**config.mk**
```make
export PLATFORM = sky130hd
export DESIGN_NAME = uart_frame_loader
export DESIGN_NICKNAME = d
export VERILOG_FILES = /design/src/rtl/uart_frame_loader.sv
export SDC_FILE = /design/constraint.sdc
export NUM_CORES = 1
export LEC_CHECK = 0
export ABC_AREA = 1
export CAP_MARGIN = 20
export CELL_PAD_IN_SITES_DETAIL_PLACEMENT = 1
export CELL_PAD_IN_SITES_GLOBAL_PLACEMENT = 2
export CORE_UTILIZATION = 22
export CTS_BUF_LIST = sky130_fd_sc_hd__clkbuf_16
export DETAILED_ROUTE_END_ITERATION = 16
export PLACE_DENSITY_LB_ADDON = 0.1
export SLEW_MARGIN = 0
export SYNTH_ARGS = -nofsm -noshare
export SYNTH_HDL_FRONTEND = slang
export SYNTH_SLANG_ARGS = --single-unit
```
**constraint.sdc**
```tcl
create_clock -name clk -period 5.25 [get_ports clk]
set_clock_uncertainty 0.2 [all_clocks]
set_input_delay 0.7875 -clock clk [delete_from_list [all_inputs] [get_ports clk]]
set_output_delay 0.7875 -clock clk [all_outputs]
set_load 0.01 [all_outputs]
```
**src/rtl/uart_frame_loader.sv**
```systemverilog
// Sync-byte framed loader: gathers N sign-extended payload bytes and hands them to the Hopfield core.
// Define UART_FRAME_CHECKSUM_EN to require and verify a trailing XOR checksum byte.
module uart_frame_loader #(
    parameter int unsigned N            = 9,
    parameter int unsigned SIZE         = 32,
    parameter logic [7:0]  SYNC_BYTE    = 8'hA5,
    parameter int unsigned TIMEOUT_CLKS = 0
) (
    input  logic              clk,
    input  logic              rst,
    input  logic              rx_dv,
    input  logic [7:0]        rx_byte,
    input  logic              core_done,
    output logic [N*SIZE-1:0] data,
    output logic              start,
    output logic              busy,
    output logic [1:0]        err
);
    localparam int unsigned   CW       = $clog2(N + 1);
    localparam int unsigned   TW       = (TIMEOUT_CLKS == 0) ? 1 : $clog2(TIMEOUT_CLKS + 1);
    localparam logic [CW-1:0] CNT_LAST = CW'(N - 1);
    localparam logic [TW-1:0] TMO_LAST = TW'((TIMEOUT_CLKS == 0) ? 0 : TIMEOUT_CLKS - 1);

    localparam logic [1:0] ERR_OK  = 2'b00;
    localparam logic [1:0] ERR_TMO = 2'b10;
    localparam logic [1:0] ERR_OVR = 2'b11;
`ifdef UART_FRAME_CHECKSUM_EN
    localparam logic [1:0] ERR_CSUM = 2'b01;
`endif

    typedef enum logic [2:0] {
        IDLE,
        PAYLOAD,
`ifdef UART_FRAME_CHECKSUM_EN
        CHECK,
`endif
        COMMIT,
        WAIT_CORE
    } state_t;

    state_t            state_reg, state_next;
    logic [N*SIZE-1:0] shadow_reg, shadow_next;
    logic [N*SIZE-1:0] data_reg, data_next;
    logic [N*SIZE-1:0] shadow_shifted;
    logic [CW-1:0]     cnt_reg, cnt_next;
    logic [TW-1:0]     tmo_reg, tmo_next;
    logic [1:0]        err_reg, err_next;
    logic              start_reg, start_next;
    logic [SIZE-1:0]   byte_ext;
    logic              tmo_hit;
`ifdef UART_FRAME_CHECKSUM_EN
    logic [7:0]        xor_reg, xor_next;
`endif

    assign byte_ext = SIZE'($signed(rx_byte));

    // Shift by whole words: word gi takes word gi-1, the new byte lands in word 0.
    genvar gi;
    generate
        for (gi = 0; gi < N; gi++) begin : g_shift
            if (gi == 0) begin : g_low
                assign shadow_shifted[SIZE-1:0] = byte_ext;
            end else begin : g_up
                assign shadow_shifted[gi*SIZE +: SIZE] = shadow_reg[(gi-1)*SIZE +: SIZE];
            end
        end
    endgenerate

    // Fires on the TIMEOUT_CLKS-th consecutive idle cycle inside a frame.
    assign tmo_hit = (TIMEOUT_CLKS != 0) && (tmo_reg == TMO_LAST) && !rx_dv;

    always_comb begin
        state_next  = state_reg;
        shadow_next = shadow_reg;
        data_next   = data_reg;
        cnt_next    = cnt_reg;
        tmo_next    = tmo_reg;
        err_next    = err_reg;
        start_next  = 1'b0;
`ifdef UART_FRAME_CHECKSUM_EN
        xor_next    = xor_reg;
`endif
        case (state_reg)
            IDLE: begin
                if (rx_dv && rx_byte == SYNC_BYTE) begin
                    state_next  = PAYLOAD;
                    shadow_next = '0;
                    cnt_next    = '0;
                    tmo_next    = '0;
                    err_next    = ERR_OK;
`ifdef UART_FRAME_CHECKSUM_EN
                    xor_next    = 8'h00;
`endif
                end
            end
            PAYLOAD: begin
                if (rx_dv) begin
                    shadow_next = shadow_shifted;
                    cnt_next    = cnt_reg + CW'(1);
                    tmo_next    = '0;
`ifdef UART_FRAME_CHECKSUM_EN
                    xor_next    = xor_reg ^ rx_byte;
                    if (cnt_reg == CNT_LAST) state_next = CHECK;
`else
                    if (cnt_reg == CNT_LAST) state_next = COMMIT;
`endif
                end else if (tmo_hit) begin
                    state_next = IDLE;
                    err_next   = ERR_TMO;
                end else if (TIMEOUT_CLKS != 0) begin
                    tmo_next = tmo_reg + TW'(1);
                end
            end
`ifdef UART_FRAME_CHECKSUM_EN
            CHECK: begin
                if (rx_dv) begin
                    tmo_next = '0;
                    if (rx_byte == xor_reg) begin
                        state_next = COMMIT;
                    end else begin
                        state_next = IDLE;
                        err_next   = ERR_CSUM;
                    end
                end else if (tmo_hit) begin
                    state_next = IDLE;
                    err_next   = ERR_TMO;
                end else if (TIMEOUT_CLKS != 0) begin
                    tmo_next = tmo_reg + TW'(1);
                end
            end
`endif
            COMMIT: begin
                data_next  = shadow_reg;
                start_next = 1'b1;
                state_next = WAIT_CORE;
                if (rx_dv) err_next = ERR_OVR;
            end
            WAIT_CORE: begin
                // A byte arriving together with core_done is dropped silently.
                if (core_done)  state_next = IDLE;
                else if (rx_dv) err_next   = ERR_OVR;
            end
            default: state_next = IDLE;
        endcase
    end

    always_ff @(posedge clk or posedge rst) begin
        if (rst) begin
            state_reg  <= IDLE;
            shadow_reg <= '0;
            data_reg   <= '0;
            cnt_reg    <= '0;
            tmo_reg    <= '0;
            err_reg    <= ERR_OK;
            start_reg  <= 1'b0;
`ifdef UART_FRAME_CHECKSUM_EN
            xor_reg    <= 8'h00;
`endif
        end else begin
            state_reg  <= state_next;
            shadow_reg <= shadow_next;
            data_reg   <= data_next;
            cnt_reg    <= cnt_next;
            tmo_reg    <= tmo_next;
            err_reg    <= err_next;
            start_reg  <= start_next;
`ifdef UART_FRAME_CHECKSUM_EN
            xor_reg    <= xor_next;
`endif
        end
    end

    assign data  = data_reg;
    assign start = start_reg;
    assign busy  = (state_reg != IDLE);
    assign err   = err_reg;
endmodule

```
; After elaboration in Yosys (flattened, before gate mapping)
; Index checks and enable logic that the tools add are counted.
[word_totals]
wordCells = 41
output_inout_bits = 292
register_bits = 586
[classes]
n_addsub = 1
n_reduce_logical = 8
eq_ne = 10
muxes = 16
[ops]
columns = operator, n
row1 = 2-to-1 mux 288 bit, 2
row2 = one-hot mux 288 bit (2 select lines), 1
row3 = 2-to-1 mux 3 bit, 4
row4 = one-hot mux 3 bit (4 select lines), 1
row5 = != test 2 bit (second input constant), 5
row6 = equality test 8 bit (second input constant), 1
row7 = 2-to-1 mux 4 bit, 2
row8 = one-hot mux 4 bit (2 select lines), 1
row9 = equality test 3 x 2 -> 1 bit (second input constant), 2
row10 = 2-to-1 mux 2 bit, 3
row11 = one-hot mux 2 bit (3 select lines), 1
row12 = AND reduction 3 bit, 2
row13 = nonzero test 3 bit, 2
row14 = adder 4 x 1 -> 4 bit (second input constant), 1
row15 = equality test 4 bit (second input constant), 1
row16 = AND reduction 4 bit, 1
row17 = equality test 3 x 1 -> 1 bit (second input constant), 1
row18 = zero test 3 bit, 1
row19 = nonzero test 2 bit, 1
row20 = logical AND 1 bit, 1
row21 = 2-to-1 mux 1 bit, 1

; Logic depth before layout (Yosys ltp)
[logic_depth]
depth_word = 4
mapped_depth = 10
ltp_nobuf = 8

; Least setup slack after synthesis
; OpenSTA, ideal clock, no wires.
[synth_path]
kind = register to output
from = register data[127] (netlist name)
to = output port data[104]
arrival_time_ns = 0.953
setup_slack_ns = 3.310
t_required_ns = 4.263
path_stages_with_launch = 2
cell_sequence = dfrtp_1 -> buf_4
[synth_rtl]
columns = element, line
row1 = "end, declared", 14  ; output logic [N*SIZE-1:0] data,

; Final worst setup path
[layout_path]
from = register data_reg[191], in the netlist data[191]
to = output port data[191]
[layout_rtl]
columns = element, line
row1 = "start, declared", 43  ; logic [N*SIZE-1:0] data_reg, data_next;
row2 = "start signal, assigned", 162  ; data_reg <= data_next;
; No word-level cell between the ends.

==> summary.txt <==
Status
  • Outcome: finished, final reports clean

Clock network
  • H-tree Lvls: 4
  • Clock latency at the later pin of the worst-skew pair: 0.43 ns
  • Post-CTS setup buffers: 0
  • TritonCTS buffer count: 17
  • Root buffer cell: clkbuf_16
  • Clk slew on worst S/H paths: 0.06 ns
  • TritonCTS clock tree: yes
  • Hold Buf Count CTS: 0
  • Clock sinks: 152
  • Gates resized, CTS repair: 0
  • CTS max path bufs: 2

Power and ir drop
  • P_leak: 5.68 nW
  • Final Power: 0.00445 W
  • Worst vdd ir: 0.000229 V
  • Pwr/cell area: 412 nW/um2

Worst setup path
  • CP Cell Sequence: clkdlybuf4s50_1
  • Critical Path Start: data[191]
  • Peak fanout along the critical path: 26
  • CP startpoint kind: flip-flop
  • CP Data Arrival Time: 1.99 ns
  • CP peak stage delay: 0.86 ns
  • Sum of buffers and inverters on the critical path: 1
  • Crit. End Element: primary output
  • CP Data Required Time: 4.26 ns
  • Reg2Reg Depth: 7
  • CP top delay family: flip-flops
  • Crit path depth: 1
  • Worst r2r src: state_reg[0]
  • Critical path's slowest cell: dfrtp_1
  • Crit Path Category: reg -> out

Drt
  • DRC: 0
  • First-pass iteration count of the detailed router: 4
  • Via count: 6341
  • Met3 wire len: 859 um
  • DRT iter0 DRCs: 184
  • Antenna viol nets, final: 0
  • Wire per inst: 14.9 um
  • Met1 wire length: 11900 um
  • Met2 wire len: 11600 um
  • Max Used Layer: met4
  • Total Wirelength: 24500 um
  • Vias per cell: 3.84

Synth
  • Async SR Flop Fraction: 1.00
  • Post-synth top area share: 0.458
  • Top FF cell, synth: dfrtp_1
  • Synth area leaders: dfrtp_1 46%, nand2_1 21%, buf_4 20%, nand3_1 4.9%, inv_1 3.9%
  • Gate Count Post-Synth: 1067
  • Synth unique cells: 17
  • Syn Nets: 1085
  • Number of synthesized flops with an enable pin: 0
  • Cell area after synthesis: 8300 um2
  • Leading area contributor after synthesis: dfrtp_1
  • Count leader, synth: nand2_1
  • Warnings from Yosys: 0
  • Most frequent cells after synthesis: 459 x nand2_1, 222 x buf_4, 152 x dfrtp_1, 87 x inv_1, 81 x nand3_1
  • #FFs+latches synth: 152
  • Mean Syn Cell Area: 7.78 um2
  • Seq/Total Area, Yosys: 0.458

STA
  • Fmax: 0.336 GHz
  • Fin crit period: 2.98 ns
  • Worst-Margin Slew: 0.833 ns
  • Period utilization: 0.567
  • Max-slew violation count: 0
  • Unrepaired setup endpoints after global routing: no
  • Hold Fails Final Rpt: 0
  • Final worst slack: 2.27 ns
  • Setup TNS Final: 0 ns
  • Worst slew margin: 0.444
  • Final setup vio count: 0

GRT
  • Vias in the first global route: 6492
  • Wire length of the first global-routing pass: 38700 um
  • Initial antenna violation count: 0
  • Grt ovf: 0
  • Largest net degree at the start of global routing: 77
  • Tot GR Track Use: 0.129

Die
  • # rows: 70
  • Core ar.: 36900 um2
  • Total Die Area: 38500 um2
  • Initial Utilization: 0.225
  • Die X: 196 um
  • Top Ports: 304
  • Die H: 196 um

Placement
  • DP Area: 10200 um2
  • GPL Wtd Cong: 0.678
  • Hpwl dp: 16400 um
  • PortBufs: 303
  • Pre-CTS setup slack: 1.99 ns

Worst hold path
  • Hold path depth: 2
  • Hold path startpoint: data[38]
  • Min-delay worst type: reg -> reg

Cells and area
  • Final #Nets: 1152
  • Non-Filler Cell Area, Final: 10800 um2
  • # diodes: 0
  • Synth-to-Final Area Change: 30.1%
  • Layout cells sized above 1: 0.0366

Run
  • Max_cap viols: 0
cells by family (layout without fill, tap and decap cells):
kind of cell | Yosys count | in the layout | synth area share
and+or+nand+nor | 551 | 551 | 0.262
AOI/OAI and AO/OA | 4 | 4 | 0.00271
DFF | 152 | 152 | 0.458
buffers and inverters | 353 | 432 | 0.267
xor gates and xnor gates | 1 | 1 | 0.00106
adders and majority gates | 6 | 6 | 0.00905
worst min-delay path, stage by stage, from the launching register on:
cell     delay [ns]
dfrtp_1        0.34
nand2_1        0.05
nand2_1        0.04
placed cells by master (no fill, tap or decap), types with 2 or more instances in the layout:
master,count
nand2_1,458
clkdlybuf4s50_1,303
dfrtp_1,152
inv_1,89
nand3_1,81
clkbuf_16,17
nor2_1,10
buf_4,9
bufinv_16,5
ha_1,4
clkinv_1,3
nand2_2,2
a21oi_1,2
ha_2,2
clkinv_2,2
where the power goes:
| group | internal [W] | total [W] | switching [W] |
|---|---|---|---|
| logic | 0.000594 | 0.00169 | 0.00110 |
| clock network | 0.000829 | 0.00133 | 0.000500 |
| registers | 0.00129 | 0.00142 | 0.000134 |
| total | 0.00271 | 0.00445 | 0.00174 |
final cells by class:
class | instances | area (um2)
tap | 504 | 631
multi-input combinational | 562 | 2290
timing repair buffer | 313 | 3120
sequential | 152 | 3800
inverter | 88 | 335
fill | 4314 | 26100
clock buffer | 17 | 425
clock inverter | 14 | 190
metrics by stage:
| step | utilization | hold WS, ns | instances |
|---|---|---|---|
| after floorplan | - | 0.242 | 1067 |
| after global placement | 0.276 | 0.257 | 1619 |
| after detailed placement | 0.276 | 0.262 | 1619 |
| after CTS | 0.293 | 0.278 | 1650 |
| after global routing | 0.293 | 0.302 | 1650 |
| final | 0.293 | 0.270 | 1650 |
layer usage:
layer | global-route usage | vias up
met5 | 0 | -
met4 | 0.0339 | 0
met3 | 0.0232 | 14
met2 | 0.218 | 164
met1 | 0.170 | 3063
li1 | - | 3100
final timing paths:
kind / endpoint / slack (ns)
worst min-delay path: data[38] / 0.27
worst max-delay path: data[191] / 2.27
worst max register to register: shadow_reg[2] / 2.66
max in group asynchronous: shadow_reg[260] / 3.29
min in group asynchronous: data[66] / 0.66
worst min register to register: data[38] / 0.27
No activity file was read; power rests on OpenSTA's default activity.
==> edit 1, RTL diff (config.mk and constraints unchanged) <==
Compare `cnt_reg` against `CNT_LAST` with >= in place of ==.
--- a/src/rtl/uart_frame_loader.sv
+++ b/src/rtl/uart_frame_loader.sv
@@ -102,7 +102,7 @@
                     xor_next    = xor_reg ^ rx_byte;
                     if (cnt_reg == CNT_LAST) state_next = CHECK;
 `else
-                    if (cnt_reg == CNT_LAST) state_next = COMMIT;
+                    if (cnt_reg >= CNT_LAST) state_next = COMMIT;
 `endif
                 end else if (tmo_hit) begin
                     state_next = IDLE;
Function: same outputs for any inputs over 4 cycles, from zero or initial values and one cycle with rst high; that may be too few to reach the edited logic, so the function may still have changed.
==> edit 1 against the original RTL <==
Global-route usage down 0.26 points; worst setup slack better by 0.0049 ns; power down 3.1%; synthesized area down 0.12%; design area down 0.81%; sequential cell count unchanged; via count down 0.22%; maximum frequency up 0.16%; routed wire length down 2.2%; die area down 0.12%; highest routed layer unchanged.
==> edit 1: results (changes against the original RTL) <==
- Ys Warns: 0 (unchanged)
- Cts repair resizes: 0 (unchanged)
- Largest fanout on the critical path: 26 (unchanged)
- First-pass GRT wire length: 38390 µm (was 38700 µm)
- DR vias/cell: 3.851 (was 3.843)
- Synth Flop Type: dfrtp_1 (unchanged)
- Placed Area: 10140 µm² (was 10180 µm²)
- Count of different cell masters after synthesis: 15 (was 17)
- P_leak: 0.005605 µW (was 0.005680 µW)
- GRT Resource Usage Total: 12.69% (was 12.95%)
- Cts bufs inserted: 17 (unchanged)
- XOR/XNOR Fraction of Synth Area: 0.1057% (was 0.1055%)
- Port buffer count: 303 (unchanged)
- H-tree depth: 4 (unchanged)
- Highest-delay cell along the critical path: dfrtp_1 (unchanged)
- Area contributors post-synth: dfrtp_1 46%, nand2_1 21%, buf_4 20%, nand3_1 4.9%, inv_1 3.8% (was dfrtp_1 46%, nand2_1 21%, buf_4 20%, nand3_1 4.9%, inv_1 3.9%)
- Synth Area in Compound Gates: 0.4076% (was 0.2714%)
- R2r setup slk: 2.88 ns (was 2.66 ns)
- Clock Latency Late Sink: 0.42 ns
- Hpwl dp: 15020 µm (was 16420 µm)
- Initial antenna violation count: 0 (unchanged)
- Run status: finished, final reports clean (unchanged)
- DR iter-0 viols: 283 (was 184)
- Vias in the first global route: 6650 (was 6492)
- Mean Syn Cell Area: 7.797 µm² (was 7.777 µm²)
- Sequential share of the synthesized area: 45.89% (was 45.84%)
- Cell family with most CP delay: flip-flops (unchanged)
- Type of the worst min-delay path: register to register (unchanged)
- Max Root-Sink Buffers: 2 (unchanged)
- CTS Root Cell: clkbuf_16 (unchanged)
- Arrival time at the worst endpoint: 1.99 ns (about the same)
- Synthesized net count: 1081 (was 1085)
- Synth async-reset ratio: 100.0% (unchanged)
- Worst slew pin tran: 0.9400 ns (was 0.8333 ns)
- N_diodes: 0 (unchanged)
- Hold_ws: 0.2673 ns (was 0.2701 ns)
- Post-CTS setup buffers: 0 (unchanged)
- Drt wl/cell: 14.61 µm (was 14.87 µm)
- Largest net degree at the start of global routing: 90 (was 77)
- Reg clk slew, reported paths: 0.07 ns
- Mux cell area share after synthesis: 0% (unchanged)
- Reported net switching power: 1792 µW (was 1736 µW)
- Post-Synth Adder-Cell Area: 0.9058% (was 0.9047%)
- DR pass1 iterations: 4 (unchanged)
- GPL Wtd Cong: 0.6866 (was 0.6782)
- Commonest cells in the netlist: 457 x nand2_1, 218 x buf_4, 152 x dfrtp_1 (was 459 x nand2_1, 222 x buf_4, 152 x dfrtp_1)
- DP Worst Slack: 2.226 ns (was 1.990 ns)
- Cells after DPL: 1611 (was 1619)
- Fin Setup TNS: 0 ns (unchanged)
- Worst vdd ir: 479.2 µV (was 229.4 µV)
- CP max stage delay: 0.86 ns (about the same)
- Share of layout cells above drive strength 1: 3.951% (was 3.665%)
- Maximum clock rate: 0.3362 GHz (was 0.3356 GHz)
- Final WL: 24000 µm (was 24540 µm)
[edit 1: cell count changes after synthesis, sizes merged]
cell / unedited run / this run
nand2: 460 / 459
o21ai: 1 / 2
nor2: 10 / 7
inv: 88 / 85
buf: 247 / 250
clkbuf: 18 / 16
a21oi: 2 / 3
[edit 1: cell families (layout without fill, tap and decap cells)]
logic type / after synthesis / after routing
AO/OA/AOI/OAI: 6 / 6
XOR/XNOR: 1 / 1
adder cells (fa/ha/maj): 6 / 6
buffers and inverters: 351 / 427
flip-flops: 152 / 152
AND/OR/NAND/NOR: 547 / 547
[edit 1: power groups by stage]
stage | clock [µW] | combinational [µW] | sequential, µW
after global placement | 0 | 1740 | 1450
after CTS | 1280 | 1730 | 1430
after global routing | 1310 | 1860 | 1450
final | 1220 | 1660 | 1430
after floorplan | 0 | 1190 | 1440
after detailed placement | 0 | 1730 | 1450
[edit 1: area by class of cell]
class	instances	area (µm²)
Timing Repair Buffer	310	3098
Fill cell	4351	26170
Clock inverter	15	141.4
Multi-Input combinational cell	560	2282
Sequential cell	152	3804
Clock buffer	17	425.4
Tap cell	504	630.6
Inverter	85	324.1
[edit 1: worst paths after layout]
path,start,to,depth (start not counted)
max,data[223]$_DFFE_PP0P_,data[208],1
max in group asynchronous,rst,shadow_reg[131]$_DFFE_PP0P_,3
min in group asynchronous,rst,data[101]$_DFFE_PP0P_,2
min,data[262]$_DFFE_PP0P_,data[262]$_DFFE_PP0P_,2
max reg2reg,state_reg[1]$_DFFE_PP0P_,shadow_reg[3]$_DFFE_PP0P_,8
min reg2reg,data[262]$_DFFE_PP0P_,data[262]$_DFFE_PP0P_,2
[edit 1: layer usage]
metal | wire, µm | GRT usage (%)
met2 | 11070 | 20.69
met4 | 170 | 3.472
met5 | 0 | 0
met3 | 1006 | 2.304
met1 | 11750 | 17.14
==> edit 2, RTL diff (config.mk and constraints unchanged) <==
Made on the original files. Build with the macro `UART_FRAME_CHECKSUM_EN` defined.
--- a/src/rtl/uart_frame_loader.sv
+++ b/src/rtl/uart_frame_loader.sv
@@ -1,5 +1,7 @@
 // Sync-byte framed loader: gathers N sign-extended payload bytes and hands them to the Hopfield core.
 // Define UART_FRAME_CHECKSUM_EN to require and verify a trailing XOR checksum byte.
+`define UART_FRAME_CHECKSUM_EN
+
 module uart_frame_loader #(
     parameter int unsigned N            = 9,
     parameter int unsigned SIZE         = 32,
Formal check against the unedited RTL: same outputs for any inputs over 4 cycles, from zero or initial values and one cycle with rst high; that may be too few to reach the edited logic, so the function may still have changed.
==> edit 2 against the original RTL <==
Design area decreased by 4.0%; routed wire length decreased by 17%; the run now ends with DRC left; critical endpoint is now shadow_reg[193]$_DFFE_PP0P_; register-to-register slack lost 0.23 ns; maximum frequency shrank 0.42%; sequential cell count rose by 10; worst setup slack worse by 0.013 ns; power is 46% higher; synthesized area shrank 3.9%; largest cell class unchanged; critical path type is now input port to register.
==> edit 2: results (changes against the original RTL) <==
- Hold_sp: data[196]$_DFFE_PP0P_ (was data[38]$_DFFE_PP0N_)
- Count of different cell masters after synthesis: 30 (was 17)
- Setup crit end kind: register (was output pin)
- R2r setup slk: 2.43 ns (was 2.66 ns)
- Crit Reg-Reg Startpoint: state_reg[1]$_DFFE_PP0P_ (was state_reg[0]$_DFFE_PP0P_)
- Multi-input logic area: 1699 µm² (was 2287 µm²)
- Met2 WL post-DR: 9726 µm (was 11600 µm)
- Placed Area: 9789 µm² (was 10180 µm²)
- Run status: finished, violations left (was finished, final reports clean)
- Hold_ws: 0.2861 ns (was 0.2701 ns)
- DR vias: 5419 (was 6341)
- Vias in the first global route: 5129 (was 6492)
- First-pass GRT wire length: 30970 µm (was 38700 µm)
- DP Worst Slack: 1.722 ns (was 1.990 ns)
- Commonest cells in the netlist: 217 x buf_4, 162 x dfrtp_1, 123 x nand2_1 (was 459 x nand2_1, 222 x buf_4, 152 x dfrtp_1)
- Final WL: 20260 µm (was 24540 µm)
- Hpwl dp: 13400 µm (was 16420 µm)
- Share of layout cells above drive strength 1: 5.832% (was 3.665%)
- Critical path startpoint: rx_dv (was data[191]$_DFFE_PP0N_)
- Area contributors post-synth: dfrtp_1 51%, buf_4 20%, nand2_1 5.8%, o22ai_1 5.5%, o21ai_0 4.6% (was dfrtp_1 46%, nand2_1 21%, buf_4 20%, nand3_1 4.9%, inv_1 3.9%)
- P_leak: 0.004444 µW (was 0.005680 µW)
- Routed wl met3: 918 µm (was 859 µm)
- Sequential share of the synthesized area: 50.83% (was 45.84%)
- Syn Inst Count: 837 (was 1067)
- Synthesized net count: 851 (was 1085)
- Violated checks: DRC
- CP max stage delay: 0.76 ns (was 0.86 ns)
- Arrival time at the worst endpoint: 3.06 ns (was 1.99 ns)
- Rel. slew slack: 27.80% (was 44.45%)
- Met1 Wirelength: 9439 µm (was 11870 µm)
- RR Endpoint: shadow_reg[193]$_DFFE_PP0P_ (was shadow_reg[2]$_DFFE_PP0P_)
- Drt drc: 50 (was 0)
==> edit 2: layout make-up <==
| class | instances | area share, % |
|---|---|---|
| well taps | 461 | 5.568 |
| clock inverters | 15 | 1.401 |
| clock buffers | 17 | 4.106 |
| repair buffers | 306 | 29.73 |
| inverters | 100 | 3.659 |
| flip-flops and latches | 162 | 39.13 |
| multi-input cells | 326 | 16.40 |
==> edit 2: power breakdown <==
group	internal (µW)	switching, µW	total, µW
Clock	633	593	1230
Combinational	1690	1510	3200
Sequential	1720	358	2080
==> edit 2: kinds of logic (layout without fill, tap and decap cells) <==
| group | count (synthesis) | count (layout) | share of synthesized area (%) |
|---|---|---|---|
| XOR/XNOR | 4 | 4 | 0.4394 |
| AO/OA/AOI/OAI | 160 | 160 | 11.97 |
| AND/OR/NAND/NOR | 160 | 160 | 8.425 |
| adder cells (fa/ha/maj) | 2 | 2 | 0.3137 |
| flip-flops | 162 | 162 | 50.83 |
| buffers and inverters | 349 | 438 | 28.02 |
